### src/rtl/quantiumv_pkg.sv
// Shared decode definitions for the QuantiumV front end: RV32I opcodes,
// instruction format enum, decoded-bundle layout and buffer states.
package quantiumv_pkg;

    localparam logic [6:0] OPC_LUI      = 7'b0110111;
    localparam logic [6:0] OPC_AUIPC    = 7'b0010111;
    localparam logic [6:0] OPC_JAL      = 7'b1101111;
    localparam logic [6:0] OPC_JALR     = 7'b1100111;
    localparam logic [6:0] OPC_BRANCH   = 7'b1100011;
    localparam logic [6:0] OPC_LOAD     = 7'b0000011;
    localparam logic [6:0] OPC_STORE    = 7'b0100011;
    localparam logic [6:0] OPC_OP_IMM   = 7'b0010011;
    localparam logic [6:0] OPC_OP       = 7'b0110011;
    localparam logic [6:0] OPC_MISC_MEM = 7'b0001111;
    localparam logic [6:0] OPC_SYSTEM   = 7'b1110011;

    localparam logic [6:0] F7_BASE = 7'b0000000;
    localparam logic [6:0] F7_ALT  = 7'b0100000;

    typedef enum logic [2:0] {
        FMT_R   = 3'd0,
        FMT_I   = 3'd1,
        FMT_S   = 3'd2,
        FMT_B   = 3'd3,
        FMT_U   = 3'd4,
        FMT_J   = 3'd5,
        FMT_SYS = 3'd6
    } fmt_t;

    typedef enum logic {
        BUF_EMPTY = 1'b0,
        BUF_FULL  = 1'b1
    } buf_state_t;

    typedef struct packed {
        logic [31:0] pc;
        logic [4:0]  rd;
        logic [4:0]  rs1;
        logic [4:0]  rs2;
        logic [31:0] imm;
        logic [2:0]  funct3;
        logic [6:0]  funct7;
        fmt_t        fmt;
        logic        uses_rs1;
        logic        uses_rs2;
        logic        writes_rd;
        logic        illegal;
    } decode_bundle_t;

    // Unknown opcodes fall into SYS so their immediate reads as zero.
    function automatic fmt_t opcode_fmt(input logic [6:0] opc);
        fmt_t f;
        case (opc)
            OPC_LUI, OPC_AUIPC:             f = FMT_U;
            OPC_JAL:                        f = FMT_J;
            OPC_JALR, OPC_LOAD, OPC_OP_IMM: f = FMT_I;
            OPC_STORE:                      f = FMT_S;
            OPC_BRANCH:                     f = FMT_B;
            OPC_OP:                         f = FMT_R;
            default:                        f = FMT_SYS;
        endcase
        return f;
    endfunction

endpackage

### src/rtl/decode_stage_if.sv
// Fetch->decode->execute handshake bundle; slave is the decode stage's view,
// master is the surrounding pipeline's view.
interface decode_stage_if;

    logic        in_valid;
    logic        in_ready;
    logic [31:0] in_ins;
    logic [31:0] in_pc;
    logic        flush;

    logic        out_valid;
    logic        out_ready;
    logic [31:0] out_pc;
    logic [4:0]  out_rd;
    logic [4:0]  out_rs1;
    logic [4:0]  out_rs2;
    logic [31:0] out_imm;
    logic [2:0]  out_funct3;
    logic [6:0]  out_funct7;
    logic [2:0]  out_fmt;
    logic        out_uses_rs1;
    logic        out_uses_rs2;
    logic        out_writes_rd;
    logic        out_illegal;

    modport slave (
        input  in_valid, in_ins, in_pc, flush, out_ready,
        output in_ready, out_valid, out_pc, out_rd, out_rs1, out_rs2, out_imm,
               out_funct3, out_funct7, out_fmt, out_uses_rs1, out_uses_rs2,
               out_writes_rd, out_illegal
    );

    modport master (
        output in_valid, in_ins, in_pc, flush, out_ready,
        input  in_ready, out_valid, out_pc, out_rd, out_rs1, out_rs2, out_imm,
               out_funct3, out_funct7, out_fmt, out_uses_rs1, out_uses_rs2,
               out_writes_rd, out_illegal
    );

endinterface

### src/rtl/decode_stage_imm_gen.sv
// RV32I immediate extraction: combinational, sign-extended from ins[31],
// zero for R and SYS formats.
module imm_gen
    import quantiumv_pkg::*;
(
    input  logic [31:0] ins_i,
    input  fmt_t        fmt_i,
    output logic [31:0] imm_o
);

    // The opcode bits carry no immediate information.
    logic unused_opc;
    assign unused_opc = ^ins_i[6:0];

    always_comb begin
        imm_o = '0;
        case (fmt_i)
            FMT_I:   imm_o = {{20{ins_i[31]}}, ins_i[31:20]};
            FMT_S:   imm_o = {{20{ins_i[31]}}, ins_i[31:25], ins_i[11:7]};
            FMT_B:   imm_o = {{19{ins_i[31]}}, ins_i[31], ins_i[7], ins_i[30:25], ins_i[11:8], 1'b0};
            FMT_U:   imm_o = {ins_i[31:12], 12'b0};
            FMT_J:   imm_o = {{11{ins_i[31]}}, ins_i[31], ins_i[19:12], ins_i[20], ins_i[30:21], 1'b0};
            default: imm_o = '0;
        endcase
    end

endmodule

### src/rtl/decode_stage.sv
// QuantiumV decode stage: RV32I decode into a one-entry registered bundle with
// valid/ready on both sides and flush. Define QUANTIUMV_DECODE_RVM_EN to accept RV32M.
module decode_stage
    import quantiumv_pkg::*;
#(
    parameter int XLEN         = 32,
    parameter bit ZERO_ILLEGAL = 1'b1
) (
    input  logic          clk,
    input  logic          rst,
    decode_stage_if.slave bus
);

    logic [6:0]     opc;
    logic [2:0]     f3;
    logic [6:0]     f7;
    fmt_t           fmt_w;
    logic [XLEN-1:0] imm_w;
    logic           op_legal;
    logic           legal;
    logic           rs1_use;
    logic           rs2_use;
    logic           rd_write;
    logic           in_fire;
    decode_bundle_t dec_d;
    decode_bundle_t bundle_q;
    buf_state_t     state_q;

    assign opc   = bus.in_ins[6:0];
    assign f3    = bus.in_ins[14:12];
    assign f7    = bus.in_ins[31:25];
    assign fmt_w = opcode_fmt(opc);

    imm_gen u_imm_gen (
        .ins_i (bus.in_ins),
        .fmt_i (fmt_w),
        .imm_o (imm_w)
    );

    always_comb begin
        op_legal = (f7 == F7_BASE) || ((f7 == F7_ALT) && ((f3 == 3'b000) || (f3 == 3'b101)));
`ifdef QUANTIUMV_DECODE_RVM_EN
        if (f7 == 7'b0000001) begin
            op_legal = 1'b1;
        end
`endif
    end

    // SYS (FENCE/ECALL/CSR) is passed through without operand or writeback flags.
    always_comb begin
        legal    = 1'b1;
        rs1_use  = 1'b0;
        rs2_use  = 1'b0;
        rd_write = 1'b0;
        case (opc)
            OPC_LUI, OPC_AUIPC, OPC_JAL: rd_write = 1'b1;
            OPC_JALR: begin
                rs1_use  = 1'b1;
                rd_write = 1'b1;
                legal    = (f3 == 3'b000);
            end
            OPC_BRANCH: begin
                rs1_use = 1'b1;
                rs2_use = 1'b1;
                legal   = (f3 != 3'b010) && (f3 != 3'b011);
            end
            OPC_LOAD: begin
                rs1_use  = 1'b1;
                rd_write = 1'b1;
                legal    = (f3 != 3'b011) && (f3[2:1] != 2'b11);
            end
            OPC_STORE: begin
                rs1_use = 1'b1;
                rs2_use = 1'b1;
                legal   = (f3 <= 3'b010);
            end
            OPC_OP_IMM: begin
                rs1_use  = 1'b1;
                rd_write = 1'b1;
                if (f3 == 3'b001) begin
                    legal = (f7 == F7_BASE);
                end else if (f3 == 3'b101) begin
                    legal = (f7 == F7_BASE) || (f7 == F7_ALT);
                end
            end
            OPC_OP: begin
                rs1_use  = 1'b1;
                rs2_use  = 1'b1;
                rd_write = 1'b1;
                legal    = op_legal;
            end
            OPC_MISC_MEM, OPC_SYSTEM: legal = 1'b1;
            default: legal = 1'b0;
        endcase
        if (ZERO_ILLEGAL && (bus.in_ins == 32'd0)) begin
            legal = 1'b0;
        end
    end

    always_comb begin
        dec_d           = '0;
        dec_d.pc        = bus.in_pc;
        dec_d.rd        = bus.in_ins[11:7];
        dec_d.rs1       = bus.in_ins[19:15];
        dec_d.rs2       = bus.in_ins[24:20];
        dec_d.imm       = imm_w;
        dec_d.funct3    = f3;
        dec_d.funct7    = f7;
        dec_d.fmt       = fmt_w;
        dec_d.uses_rs1  = legal && rs1_use;
        dec_d.uses_rs2  = legal && rs2_use;
        dec_d.writes_rd = legal && rd_write && (bus.in_ins[11:7] != 5'd0);
        dec_d.illegal   = !legal;
    end

    assign bus.in_ready = ((state_q == BUF_EMPTY) || bus.out_ready) && !bus.flush;
    assign in_fire      = bus.in_valid && bus.in_ready;

    // Flush wins; otherwise a new input refills (or keeps) the buffer and a bare
    // out_ready drains it.
    always_ff @(posedge clk or negedge rst) begin
        if (!rst) begin
            state_q  <= BUF_EMPTY;
            bundle_q <= '0;
        end else if (bus.flush) begin
            state_q <= BUF_EMPTY;
        end else if (in_fire) begin
            state_q  <= BUF_FULL;
            bundle_q <= dec_d;
        end else if (bus.out_ready) begin
            state_q <= BUF_EMPTY;
        end
    end

    assign bus.out_valid     = (state_q == BUF_FULL);
    assign bus.out_pc        = bundle_q.pc;
    assign bus.out_rd        = bundle_q.rd;
    assign bus.out_rs1       = bundle_q.rs1;
    assign bus.out_rs2       = bundle_q.rs2;
    assign bus.out_imm       = bundle_q.imm;
    assign bus.out_funct3    = bundle_q.funct3;
    assign bus.out_funct7    = bundle_q.funct7;
    assign bus.out_fmt       = bundle_q.fmt;
    assign bus.out_uses_rs1  = bundle_q.uses_rs1;
    assign bus.out_uses_rs2  = bundle_q.uses_rs2;
    assign bus.out_writes_rd = bundle_q.writes_rd;
    assign bus.out_illegal   = bundle_q.illegal;

endmodule

### src/flat_wrapper.sv
// flat-port wrapper written by rule: the top's interface ports become plain ports
module decode_stage_flat import quantiumv_pkg::*;
#(
    parameter int XLEN         = 32,
    parameter bit ZERO_ILLEGAL = 1'b1
)
  (clk, rst, bus_in_valid, bus_in_ins, bus_in_pc, bus_flush, bus_out_ready, bus_in_ready, bus_out_valid, bus_out_pc, bus_out_rd, bus_out_rs1, bus_out_rs2, bus_out_imm, bus_out_funct3, bus_out_funct7, bus_out_fmt, bus_out_uses_rs1, bus_out_uses_rs2, bus_out_writes_rd, bus_out_illegal);
  decode_stage_if bus_i ();
  input  logic clk;
  input  logic rst;
  input wire logic [$bits(bus_i.in_valid)-1:0] bus_in_valid;
  input wire logic [$bits(bus_i.in_ins)-1:0] bus_in_ins;
  input wire logic [$bits(bus_i.in_pc)-1:0] bus_in_pc;
  input wire logic [$bits(bus_i.flush)-1:0] bus_flush;
  input wire logic [$bits(bus_i.out_ready)-1:0] bus_out_ready;
  output wire logic [$bits(bus_i.in_ready)-1:0] bus_in_ready;
  output wire logic [$bits(bus_i.out_valid)-1:0] bus_out_valid;
  output wire logic [$bits(bus_i.out_pc)-1:0] bus_out_pc;
  output wire logic [$bits(bus_i.out_rd)-1:0] bus_out_rd;
  output wire logic [$bits(bus_i.out_rs1)-1:0] bus_out_rs1;
  output wire logic [$bits(bus_i.out_rs2)-1:0] bus_out_rs2;
  output wire logic [$bits(bus_i.out_imm)-1:0] bus_out_imm;
  output wire logic [$bits(bus_i.out_funct3)-1:0] bus_out_funct3;
  output wire logic [$bits(bus_i.out_funct7)-1:0] bus_out_funct7;
  output wire logic [$bits(bus_i.out_fmt)-1:0] bus_out_fmt;
  output wire logic [$bits(bus_i.out_uses_rs1)-1:0] bus_out_uses_rs1;
  output wire logic [$bits(bus_i.out_uses_rs2)-1:0] bus_out_uses_rs2;
  output wire logic [$bits(bus_i.out_writes_rd)-1:0] bus_out_writes_rd;
  output wire logic [$bits(bus_i.out_illegal)-1:0] bus_out_illegal;
  assign bus_i.in_valid = bus_in_valid;
  assign bus_i.in_ins = bus_in_ins;
  assign bus_i.in_pc = bus_in_pc;
  assign bus_i.flush = bus_flush;
  assign bus_i.out_ready = bus_out_ready;
  assign bus_in_ready = bus_i.in_ready;
  assign bus_out_valid = bus_i.out_valid;
  assign bus_out_pc = bus_i.out_pc;
  assign bus_out_rd = bus_i.out_rd;
  assign bus_out_rs1 = bus_i.out_rs1;
  assign bus_out_rs2 = bus_i.out_rs2;
  assign bus_out_imm = bus_i.out_imm;
  assign bus_out_funct3 = bus_i.out_funct3;
  assign bus_out_funct7 = bus_i.out_funct7;
  assign bus_out_fmt = bus_i.out_fmt;
  assign bus_out_uses_rs1 = bus_i.out_uses_rs1;
  assign bus_out_uses_rs2 = bus_i.out_uses_rs2;
  assign bus_out_writes_rd = bus_i.out_writes_rd;
  assign bus_out_illegal = bus_i.out_illegal;
  decode_stage #(.XLEN(XLEN), .ZERO_ILLEGAL(ZERO_ILLEGAL)) u_core (.clk(clk), .rst(rst), .bus(bus_i));
endmodule
### config.mk
export PLATFORM = sky130hd
export DESIGN_NAME = decode_stage_flat
export DESIGN_NICKNAME = d
export VERILOG_FILES = /design/src/rtl/quantiumv_pkg.sv /design/src/rtl/decode_stage_if.sv /design/src/rtl/decode_stage_imm_gen.sv /design/src/rtl/decode_stage.sv /design/src/flat_wrapper.sv
export SDC_FILE = /design/constraint.sdc
export NUM_CORES = 1
export LEC_CHECK = 0
export BUFFER_PORTS_ARGS = -buffer_cell sky130_fd_sc_hd__buf_2
export CORE_MARGIN = 5
export CORE_UTILIZATION = 44
export CTS_BUF_LIST = sky130_fd_sc_hd__clkbuf_4 sky130_fd_sc_hd__clkbuf_8 sky130_fd_sc_hd__clkbuf_16
export DETAILED_ROUTE_END_ITERATION = 7
export PLACE_DENSITY = 0.76
export SLEW_MARGIN = 40
export SYNTH_ARGS = -nofsm -noshare
export SYNTH_HDL_FRONTEND = slang
export SYNTH_HIERARCHICAL = 1
export SYNTH_SLANG_ARGS = --single-unit
### constraint.sdc
create_clock -name clk -period 1.7 [get_ports clk]
set_clock_uncertainty 0.1 [all_clocks]
set_input_delay 0.085 -clock clk [delete_from_list [all_inputs] [get_ports clk]]
set_output_delay 0.085 -clock clk [all_outputs]
set_load 0.01 [all_outputs]
# --- Yosys cells after proc, flatten, opt, wreduce, memory -nomap -nowiden ---
# Cells that the tools add are included.
classes:
  bitwise: 2
  eq_ne: 22
  order_cmp: 1
  reduce_logical: 27
  n_mux: 12
op_table:
  columns: ["op", "count"]
  rows:
  - ["$pmux 32 s5", 1]
  - ["$logic_not 32->1", 1]
  - ["$eq 7x6->1 const B", 4]
  - ["$eq 7x7->1 const B", 4]
  - ["$pmux 3 s6", 1]
  - ["$eq 7x5->1 const B", 2]
  - ["$eq 3x3->1 const B", 3]
  - ["$logic_and 1x1->1", 9]
  - ["$mux 1", 9]
  - ["$eq 7x2->1 const B", 1]
  - ["$eq 7x4->1 const B", 1]
  - ["$logic_not 7->1", 1]
  - ["$pmux 1 s7", 1]
  - ["$reduce_or 7->1", 1]
  - ["$eq 3x1->1 const B", 2]
  - ["$eq 3x2->1 const B", 2]
  - ["$ne 3x2->1 const B", 2]
  - ["$reduce_or 3->1", 2]
  - ["$reduce_or 6->1", 1]
  - ["$reduce_bool 5->1", 1]
  - ["$reduce_or 5->1", 1]
  - ["$logic_or 1x1->1", 4]
  - ["$le 3x2->1 const B", 1]
  - ["$logic_not 3->1", 1]
  - ["other kinds (6)", 8]
totals:
  word_cells: 77
  inputBits: 69
  regBits: 97
  output_inout_bits: 98

# --- Depth between registers and ports, before layout ---
logic_depth:
  ltp_word: 8
  mapped_depth: 9
  mapped_depth_nobuf: 6

# --- Modules after synthesis ---
# The synthesis kept the hierarchy.
modules_own_cells:
  columns: ["mod", "cells_per_inst", "area_each_um2", "instances", "seq_area_each_um2"]
  rows:
  - ["decode_stage", 261, 3905.0, 1, 2427.3]
  - ["imm_gen", 70, 531.8, 1, 0.0]

# --- Least setup slack after synthesis ---
# OpenSTA, ideal clock, no wires.
synth_path:
  path_type: "register to register"
  from: "register u_core.state_q, in the netlist u_core/bus.out_valid"
  to: "register u_core.bundle_q, in the netlist u_core/bus.out_writes_rd"
  path_buffers: 2
  setup_ps: 145
  synth_period_minus_slack_ps: 1850
  arrival_ps: 1605
  setup_slack_ps: -150
  path_stages_with_launch: 7
  t_required_ps: 1455
  cell_sequence: "dfrtp_1 nor2b_1 or3b_2 buf_2 clkbuf_8 nor3_4 a22oi_1"
synth_via:
  elab_chain_cells: 5
synth_lines:
  columns: ["item", "line", "rtl"]
  rows:
  - ["start: declaration", "decode_stage.sv:27", "buf_state_t state_q;"]
  - ["start signal: assignment", "decode_stage.sv:123", "state_q <= BUF_EMPTY;"]
  - ["start signal: assignment", "decode_stage.sv:126", "state_q <= BUF_EMPTY;"]
  - ["start signal: assignment", "decode_stage.sv:128", "state_q <= BUF_FULL;"]
  - ["$not 1->1", "decode_stage.sv:116", "assign bus.in_ready = ((state_q == BUF_EMPTY) || bus.out_ready) && !bus.flush;"]
  - ["$logic_or 1x1->1", "decode_stage.sv:116", null]
  - ["$logic_and 1x1->1", "decode_stage.sv:116", null]
  - ["$logic_and 1x1->1", "decode_stage.sv:117", "assign in_fire = bus.in_valid && bus.in_ready;"]
  - ["$reduce_and 2->1 (no line)", null, null]
  - ["end signal: assignment", "decode_stage.sv:124", "bundle_q <= '0;"]
  - ["end signal: assignment", "decode_stage.sv:129", "bundle_q <= dec_d;"]
  - ["end: declaration", "decode_stage.sv:26", "decode_bundle_t bundle_q;"]
# Every way passes these cells.
# A chain may end at the register's enable or synchronous reset.

# --- Worst setup path in the final report ---
# Same ends and word-level chain as after synthesis.

==> reports/results.ini <==
[sta]
period_minus_slack_ns=1.74
worst_pin_slew_ns=0.488
period_share_pct=102
clock.fmax_mhz=574
tns_ns=-1.23
setup_viol=58
maxSlewViolCount=0
max_slew_margin_pct=67.3
hold_violations=0
rsz0062_at_grt=true
fin_ws_ns=-0.0414

[global_routing]
grt_start_max_net_pins=40
antenna_found_initial=0
grt_pass1_wl_mm=20.8
track_usage_pct=20.8
grt_pass1_vias=3968
grt-ovfl-total=0

[placement]
dpl.hpwl_mm=8.88
port_buffers=166
dp.cells=636
place_ws_ns=-0.123
gp_congestion=0.883

[critical_path]
arrival_ns=1.86
startpoint_type=flop
worst-setup-path-type=flop to flop
cp-end-kind=flop
critPathRequiredTime_ns=1.82
crit_fanout=7

[drt]
wire_per_inst_um=18.3
final_antenna_net_count=0
vias=3684
drtIter0Drc=172
wl_mm=13.1
drcViolationCount=0
firstDrtPassIters=4
routed_via_density=5.15

[clock_network]
clockBufferDepth=2
cts_tree=built
path_clk_slew_ns=0.09
clock_latency_ns=0.35
clock-sinks=97
cts_made_buffers=9
htree_num_levels=3
root_buffer=clkbuf_8

[power_and_ir_drop]
power_per_cell_area_mw_per_mm2=827
ir_drop_v=0.000535
p_leak_nw=3.20

[floorplan]
core-area_mm2=0.00982
fp.dieH_um=110
ios=167
rows=36
die_w_um=110
start_util_pct=45.2
fp.dieArea_mm2=0.0122

[logic_synthesis]
ys_ff_latch=97
syn_nets=400
synth_warnings=6
synth.avg_cell_area_um2=13.4
yosys-top-cells-area=dfrtp_1 (55%), mux2_2 (23%), nand4bb_1 (3.0%), o2bb2ai_1 (1.8%), buf_2 (1.5%)
synth_flop_cell=dfrtp_1
synth_cells=331
synth-seq-area-share_pct=54.7
ys_types=46
yosysTopAreaCellShare_pct=54.7
synth_area_mm2=0.00444
yosysTopAreaCell=dfrtp_1
async_flop_share_pct=100
synth_edf_count=0

[final_layout]
utilization_pct=65.6
fillers=762
drive_gt1_share_pct=55.0
final_common_cell=buf_2
most-common-layout-cells=buf_2 (165), dfrtp_1 (97), mux2_2 (91), dlygate4sd3_1 (58), buf_4 (25)
area_delta_synth_final_pct=45.1
insertedDiodeCount=0
layout.cells.non_filler=715
fin_nets=646

[hold_path]
hp-class=input port to flop

[run_status]
violations=setup timing
status=finished with violations

[flow_run]
drv_cap=0

==> where the power goes <==
| part | total [mW] | internal (mW) | leakage (nW) | switching, mW |
|---|---|---|---|---|
| Clock | 1.37 | 0.595 | 0.0911 | 0.774 |
| Combinational | 1.24 | 0.664 | 1.90 | 0.580 |
| Sequential | 2.71 | 2.58 | 1.21 | 0.137 |
| Total | 5.33 | 3.84 | 3.20 | 1.49 |
==> layer usage <==
layer	GRT usage (%)	wire [um]
met5	0	0
met4	6.98	250
met3	6.95	1110
met2	34.2	6410
met1	25.7	5330
==> stage by stage <==
| step | total power, mW | area (um^2) | hold WS (ns) |
|---|---|---|---|
| after floorplan | 3.29 | 4470 | -0.311 |
| after global placement | 3.82 | 5580 | -0.0580 |
| after detailed placement | 3.86 | 5580 | -0.0498 |
| after CTS | 5.33 | 6340 | 0.0152 |
| after global routing | 5.59 | 6440 | 0.0522 |
| final | 5.33 | 6440 | 0.0322 |
==> worst paths after layout <==
path / slack, ns / endpoint / cells after the start / from
max: -0.04 / u_core/bus.out_writes_rd / 5 / u_core/bus.out_valid
min: 0.03 / u_core/bus.out_funct3[2] / 3 / bus_in_ins[14]
max reg2reg: -0.04 / u_core/bus.out_writes_rd / 5 / u_core/bus.out_valid
min reg2reg: 0.41 / u_core/bus.out_imm[24] / 1 / u_core/bus.out_imm[24]
max in group asynchronous: 0.79 / u_core/bus.out_rs1[2] / 3 / rst
min in group asynchronous: 0.14 / u_core/bus.out_pc[0] / 2 / rst
==> layout make-up <==
class | instances | area, um^2 | share of cell area [%]
clock buffers | 13 | 154 | 2.39
inverters | 2 | 7.51 | 0.117
flip-flops and latches | 97 | 2430 | 37.7
multi-input cells | 210 | 1880 | 29.2
repair buffers | 257 | 1780 | 27.7
clock inverters | 3 | 17.5 | 0.272
well taps | 133 | 166 | 2.58
==> cells by family (layout without fill, tap and decap cells) <==
| group | Yosys count | in the layout | share of synthesized area (%) |
|---|---|---|---|
| flip-flops | 97 | 97 | 54.7 |
| multiplexers | 92 | 92 | 23.3 |
| AND/OR/NAND/NOR | 73 | 74 | 11.1 |
| AO/OA/AOI/OAI | 43 | 43 | 7.08 |
| buffers and inverters | 25 | 275 | 3.58 |
| XOR/XNOR | 1 | 1 | 0.197 |
==> sequential cells by signal, summed over array words and instances (netlist names) <==
signal and cells:
u_core/bus.out_imm 32, u_core/bus.out_pc 32, u_core/bus.out_funct7 7, u_core/bus.out_rd 5
u_core/bus.out_rs1 5, u_core/bus.out_rs2 5, u_core/bus.out_fmt 3, u_core/bus.out_funct3 3
u_core/bus.out_illegal 1, u_core/bus.out_uses_rs1 1, u_core/bus.out_uses_rs2 1, u_core/bus.out_valid 1
u_core/bus.out_writes_rd 1
==> synth_stat cells (4+ instances only) <==
master / count
nand2_1: 7
mux2_2: 91
nand4bb_1: 12
o21ai_0: 6
o2bb2ai_1: 9
nor2_1: 11
dfrtp_1: 97
a21oi_1: 9
buf_2: 13
nand3b_1: 5
a21boi_0: 6
nor3_1: 7
a22o_1: 4
nand3_1: 12
==> worst max-delay path: stages (launching register included) <==
cell	delay, ns
dfrtp_1	0.39
nor2b_4	0.15
or3b_4	0.49
buf_12	0.18
nor3_4	0.17
a22oi_1	0.13
==> what timing repair did <==
item | in CTS | in global routing
setup endpoints to repair | 23 | 92
setup buffers | 0 | 1
cloned | 0 | 4
hold buffers | 58 | 0
pin swaps | 0 | 3
resized for setup | 0 | 4
hold endpoints to repair | 158 | 0
Power figures use the tool's default switching activity.
